==> config.mk <==
export PLATFORM = sky130hd
export DESIGN_NAME = key_schedule
export DESIGN_NICKNAME = d
export VERILOG_FILES = /design/src/rtl/key_schedule_pkg.sv /design/src/rtl/key_schedule_subword.sv /design/src/rtl/key_schedule.sv
export SDC_FILE = /design/constraint.sdc
export NUM_CORES = 2
export LEC_CHECK = 0
export CAP_MARGIN = 20
export CELL_PAD_IN_SITES_DETAIL_PLACEMENT = 0
export CELL_PAD_IN_SITES_GLOBAL_PLACEMENT = 1
export CORE_ASPECT_RATIO = 1.1
export CORE_UTILIZATION = 55
export CTS_BUF_LIST = sky130_fd_sc_hd__clkbuf_8
export DETAILED_ROUTE_END_ITERATION = 7
export DONT_BUFFER_PORTS = 1
export PLACE_DENSITY_LB_ADDON = 0.1
export SYNTH_ARGS = -nofsm -noshare
export SYNTH_HDL_FRONTEND = slang
export SYNTH_SLANG_ARGS = --single-unit
export TNS_END_PERCENT = 50
==> constraint.sdc <==
create_clock -name clk -period 31.7 [get_ports clk]
set_input_delay 3.17 -clock clk [delete_from_list [all_inputs] [get_ports clk]]
set_output_delay 3.17 -clock clk [all_outputs]
set_load 0.01 [all_outputs]
==> src/rtl/key_schedule_pkg.sv <==
// Shared AES-128 key-expansion constants, FSM states and GF(2^8) helpers.
package key_schedule_pkg;

    localparam int NR = 10;
    localparam int NK = 11;
    localparam int RK_AW = 4;

    localparam logic [RK_AW-1:0] LAST_RND = RK_AW'(NR);
    localparam logic [7:0] RCON_INIT = 8'h01;

    typedef enum logic [1:0] {
        IDLE,
        RUN,
        DONE
    } state_t;

    function automatic logic [7:0] xtime(input logic [7:0] x);
        return {x[6:0], 1'b0} ^ (x[7] ? 8'h1b : 8'h00);
    endfunction

endpackage

==> src/rtl/key_schedule_subword.sv <==
// Single AES-128 key-expansion round, two-stage pipeline (2-cycle latency).
module key_subword
    import key_schedule_pkg::*;
(
    input  logic         clk,
    input  logic [127:0] key_in,
    input  logic [7:0]   rcon,
    output logic [127:0] key_out
);

    function automatic logic [7:0] gmul(
        input logic [7:0] a,
        input logic [7:0] b
    );
        logic [7:0] p;
        logic [7:0] x;
        p = 8'h00;
        x = a;
        for (int i = 0; i < 8; i++) begin
            if (b[i]) p = p ^ x;
            x = xtime(x);
        end
        return p;
    endfunction

    // Multiplicative inverse as x^254; maps 0 to 0 as the S-box requires.
    function automatic logic [7:0] ginv(input logic [7:0] x);
        logic [7:0] x3, x7, x15, x31, x63, x127;
        x3   = gmul(gmul(x, x), x);
        x7   = gmul(gmul(x3, x3), x);
        x15  = gmul(gmul(x7, x7), x);
        x31  = gmul(gmul(x15, x15), x);
        x63  = gmul(gmul(x31, x31), x);
        x127 = gmul(gmul(x63, x63), x);
        return gmul(x127, x127);
    endfunction

    function automatic logic [7:0] sbox(input logic [7:0] x);
        logic [7:0] b;
        b = ginv(x);
        return b ^ {b[6:0], b[7]} ^ {b[5:0], b[7:6]}
                 ^ {b[4:0], b[7:5]} ^ {b[3:0], b[7:4]} ^ 8'h63;
    endfunction

    logic [31:0]  w3;
    logic [31:0]  t;
    logic [127:0] key_q;
    logic [31:0]  t_q;
    logic [31:0]  n0, n1, n2, n3;

    // RotWord then SubWord, rcon folded into the lowest byte.
    always_comb begin
        w3 = key_in[127:96];
        t  = {sbox(w3[7:0]), sbox(w3[31:24]),
              sbox(w3[23:16]), sbox(w3[15:8]) ^ rcon};
    end

    always_comb begin
        n0 = key_q[31:0] ^ t_q;
        n1 = key_q[63:32] ^ n0;
        n2 = key_q[95:64] ^ n1;
        n3 = key_q[127:96] ^ n2;
    end

    always_ff @(posedge clk) begin
        key_q   <= key_in;
        t_q     <= t;
        key_out <= {n3, n2, n1, n0};
    end

endmodule

==> src/rtl/key_schedule.sv <==
// Iterative AES-128 key-expansion controller with an 11-entry round-key
// store and a registered read port.
module key_schedule
    import key_schedule_pkg::*;
(
    input  logic             clk,
    input  logic             rst_n,
    input  logic             key_valid,
    output logic             key_ready,
    input  logic [127:0]     key_in,
    output logic             done,
    output logic [NK-1:0]    rk_valid,
    input  logic [RK_AW-1:0] rk_rd_addr,
    output logic [127:0]     rk_rd_data
);

    state_t             state;
    logic [RK_AW-1:0]   round;
    logic [1:0]         phase;
    logic [7:0]         rcon;
    logic [127:0]       cur_key;
    logic [127:0]       sub_out;
    logic [127:0]       rk [NK];
    logic               accept;
    logic               wr_en;

    assign accept = key_valid && key_ready;
    assign wr_en  = (state == RUN) && (phase == 2'd2);

    key_subword u_subword (
        .clk     (clk),
        .key_in  (cur_key),
        .rcon    (rcon),
        .key_out (sub_out)
    );

    always_ff @(posedge clk) begin
        if (!rst_n) begin
            state     <= IDLE;
            key_ready <= 1'b1;
            done      <= 1'b0;
            rk_valid  <= '0;
            round     <= '0;
            phase     <= 2'd0;
            rcon      <= RCON_INIT;
        end else begin
            unique case (state)
                IDLE, DONE: begin
                    if (key_valid) begin
                        state     <= RUN;
                        key_ready <= 1'b0;
                        done      <= 1'b0;
                        rk_valid  <= NK'(1);
                        round     <= RK_AW'(1);
                        phase     <= 2'd0;
                        rcon      <= RCON_INIT;
                    end
                end
                RUN: begin
                    unique case (phase)
                        2'd0: phase <= 2'd1;
                        2'd1: phase <= 2'd2;
                        2'd2: begin
                            rk_valid[round] <= 1'b1;
                            rcon            <= xtime(rcon);
                            phase           <= 2'd0;
                            if (round == LAST_RND) begin
                                state     <= DONE;
                                key_ready <= 1'b1;
                                done      <= 1'b1;
                            end else begin
                                round <= round + RK_AW'(1);
                            end
                        end
                        default: phase <= 2'd0;
                    endcase
                end
                default: state <= IDLE;
            endcase
        end
    end

    // Store and working key are datapath only; reset does not clear them.
    always_ff @(posedge clk) begin
        if (rst_n && accept) begin
            rk[0]   <= key_in;
            cur_key <= key_in;
        end else if (rst_n && wr_en) begin
            rk[round] <= sub_out;
            cur_key   <= sub_out;
        end
    end

    always_ff @(posedge clk) begin
        if (!rst_n) begin
            rk_rd_data <= '0;
        end else if (rk_rd_addr <= LAST_RND) begin
            rk_rd_data <= rk[rk_rd_addr];
        end else begin
            rk_rd_data <= '0;
        end
    end

endmodule

==> results.toml <==
[detailed_routing]
met3_length_microns = 26300
wl_met1_microns = 158000
wl_per_cell_microns = 25.7
first_iter_violations = 7843
avgViaCountPerCell = 6.13
vias = 88100
antenna_left = 0
top_layer = "met5"
wirelength_microns = 370000
met2_length_microns = 176000
drc = 0
first_pass_iters = 6

[placement]
placed_cell_area_sq_mm = 0.132
routabilityCongestion = 0.890
dp_hpwl_microns = 237000
io_buffers = 0
dp_cells = 13800

[yosys]
synth_top_cell_by_area = "edfxtp_1"
ys_types = 137
synth_area_leaders = "edfxtp_1 36%, xnor2_1 9.1%, xnor3_1 7.1%"
synth_nets = 11500
netlist_area_sq_mm = 0.130
synth.top_cell.area_share_pct = 35.5
synth-compound-area-share_pct = 9.52
avgSynthCellArea_sq_um = 11.5
synth_warnings = 0
syn_inst = 11300
ys_ff_latch = 1981
synth_top_family_by_area = "XOR/XNOR gates"
post-synth-top-count-cell = "edfxtp_1"
synth_flop_cell = "edfxtp_1"
yosys.area_share.simple_pct = 10.9
async_flop_share_pct = 0
synth_commonest_cells = "1536 x edfxtp_1, 1426 x nand2_1, 1344 x xnor2_1"
synth_edf_count = 1536
synth-xor-area-share_pct = 25.1
yosysSeqAreaShare_pct = 42.4
synth.mux.area_fraction_pct = 8.67
synth_fa_ha_area_share_pct = 0.308

[worst_setup_path]
cpMostUsedCell = "xnor2_1"
path_class = "register to register"
worstPathArrival_ps = 27360
cpPeakStageDelay_ps = 880
path_max_fanout = 48
cp-start-kind = "register"
required_ps = 32430
r2r_slack_ps = 5070
cp_top_family = "XOR/XNOR gates"
endpoint_kind = "register"
cp_slowest_cell = "edfxtp_1"
critPathBufInv = 6

[job]
maxCapViolations = 0

[layout]
area_growth_pct = 6.19
nets = 11200
final_core_util_pct = 58.9
n_fill_cell = 19000
drive_gt1_share_pct = 12.8
multi_input_area_sq_mm = 0.0710
design_area_sq_mm = 0.138
regArea_sq_mm = 0.0550
stdcell_count = 14400

[global_route]
grtUsageTotal_pct = 30.3
antenna_found_initial = 25
overflow = 0
grt_pass1_wl_microns = 549000
grt_start_max_net_pins = 514
grt_pass1_vias = 84900

[clock_network]
clock_latency_ps = 910
cts_sinks = 1981
clock_path_buffers = 4
cts_setup_buffers = 0
clk_pin_slew_ps = 70
cts_resized = 0
cts_tree = "done"
root_buffer = "clkbuf_8"
cts_hold_buf = 0
numCtsBuffers = 280
cts_max_level = 5

[sta]
worstMarginPinSlew_ps = 1230
hold_viol = 0
rsz0062_at_grt = "false"
clock_skew_ps = 85.1
slew_viol_final = 0
max_slew_margin_pct = 17.7
tns_ps = 0
timing.fmax_mhz = 37.5
setup_viol = 0
min_period_over_period_pct = 84.0
fin_crit_ps = 26630

[floorplan]
ios = 276
die_w_microns = 465
core-area_sq_mm = 0.234
die-height_microns = 512
die-area_sq_mm = 0.238
initial_core_util_pct = 55.4
rows = 186

[outcome]
status = "complete, no violations"

[worst_hold_path]
hp-class = "register to register"
cell usage in the layout, fill, tap and decap left out, drive strengths merged, types with 65 or more instances in the layout:
cell type	netlist	layout
mux2	168	168
nand3	125	125
nor2b	219	219
nor2	823	823
o21ai	263	263
xor3	77	77
nand2	1428	1428
a21oi	396	396
edfxtp	1536	1536
clkbuf	429	331
nand2b	93	93
a22oi	108	108
buf	341	223
nor3	171	171
xnor2	1507	1507
a211oi	324	324
inv	137	245
dfxtp	445	445
o211ai	83	83
xor2	639	639
and2	74	74
xnor3	440	440
clkinv	10	65
mux4	259	259
mux2i	350	350
final cells by class:
cell class	instances	area share, %
diodes	25	0.0454
clock inverters	177	0.683
repair buffers	223	1.33
flip-flops and latches	1981	39.9
clock buffers	331	3.30
multi-input cells	8394	51.5
inverters	147	0.400
well taps	3102	2.82
registers in the layout, summed over array words and instances (netlist names), 2 cells and up:
| register | count |
|---|---|
| cur_key | 128 |
| state | 2 |
| u_subword.key_out | 128 |
| round | 4 |
| rk_valid | 11 |
| rk | 1408 |
| u_subword.t_q | 32 |
| rcon | 8 |
| u_subword.key_q | 128 |
| phase | 2 |
| rk_rd_data | 128 |
path summary, 6_finish.rpt:
| kind | start | to | cells past startpoint |
|---|---|---|---|
| max | cur_key[97] | u_subword.t_q[25] | 77 |
| min | cur_key[41] | u_subword.key_q[41] | 0 |
| max reg2reg | cur_key[97] | u_subword.t_q[25] | 77 |
| min reg2reg | cur_key[41] | u_subword.key_q[41] | 0 |
per-layer routing:
| metal | up-vias | GRT usage, % |
|---|---|---|
| met5 | - | 0 |
| met4 | 12 | 8.32 |
| met3 | 456 | 3.82 |
| met2 | 3313 | 49.3 |
| met1 | 44400 | 42.7 |
| li1 | 40000 | - |
metrics by stage:
stage	setup WS (ps)	hold slack [ps]
floorplan	9580	323
global placement	5490	324
detailed placement	5310	327
CTS	5150	322
global route	3120	340
finish	5070	324
cell families (layout without fill, tap and decap cells):
logic type | Yosys count | count (layout)
buffers and inverters | 917 | 878
adders and majority gates | 32 | 32
AOI/OAI and AO/OA | 1745 | 1745
muxes | 777 | 777
and+or+nand+nor | 3177 | 3177
xor gates and xnor gates | 2663 | 2663
DFF | 1981 | 1981
other | 0 | 25
Power is not shown: default switching activity piles up to over one toggle a cycle in this logic, so the estimate is an artifact.
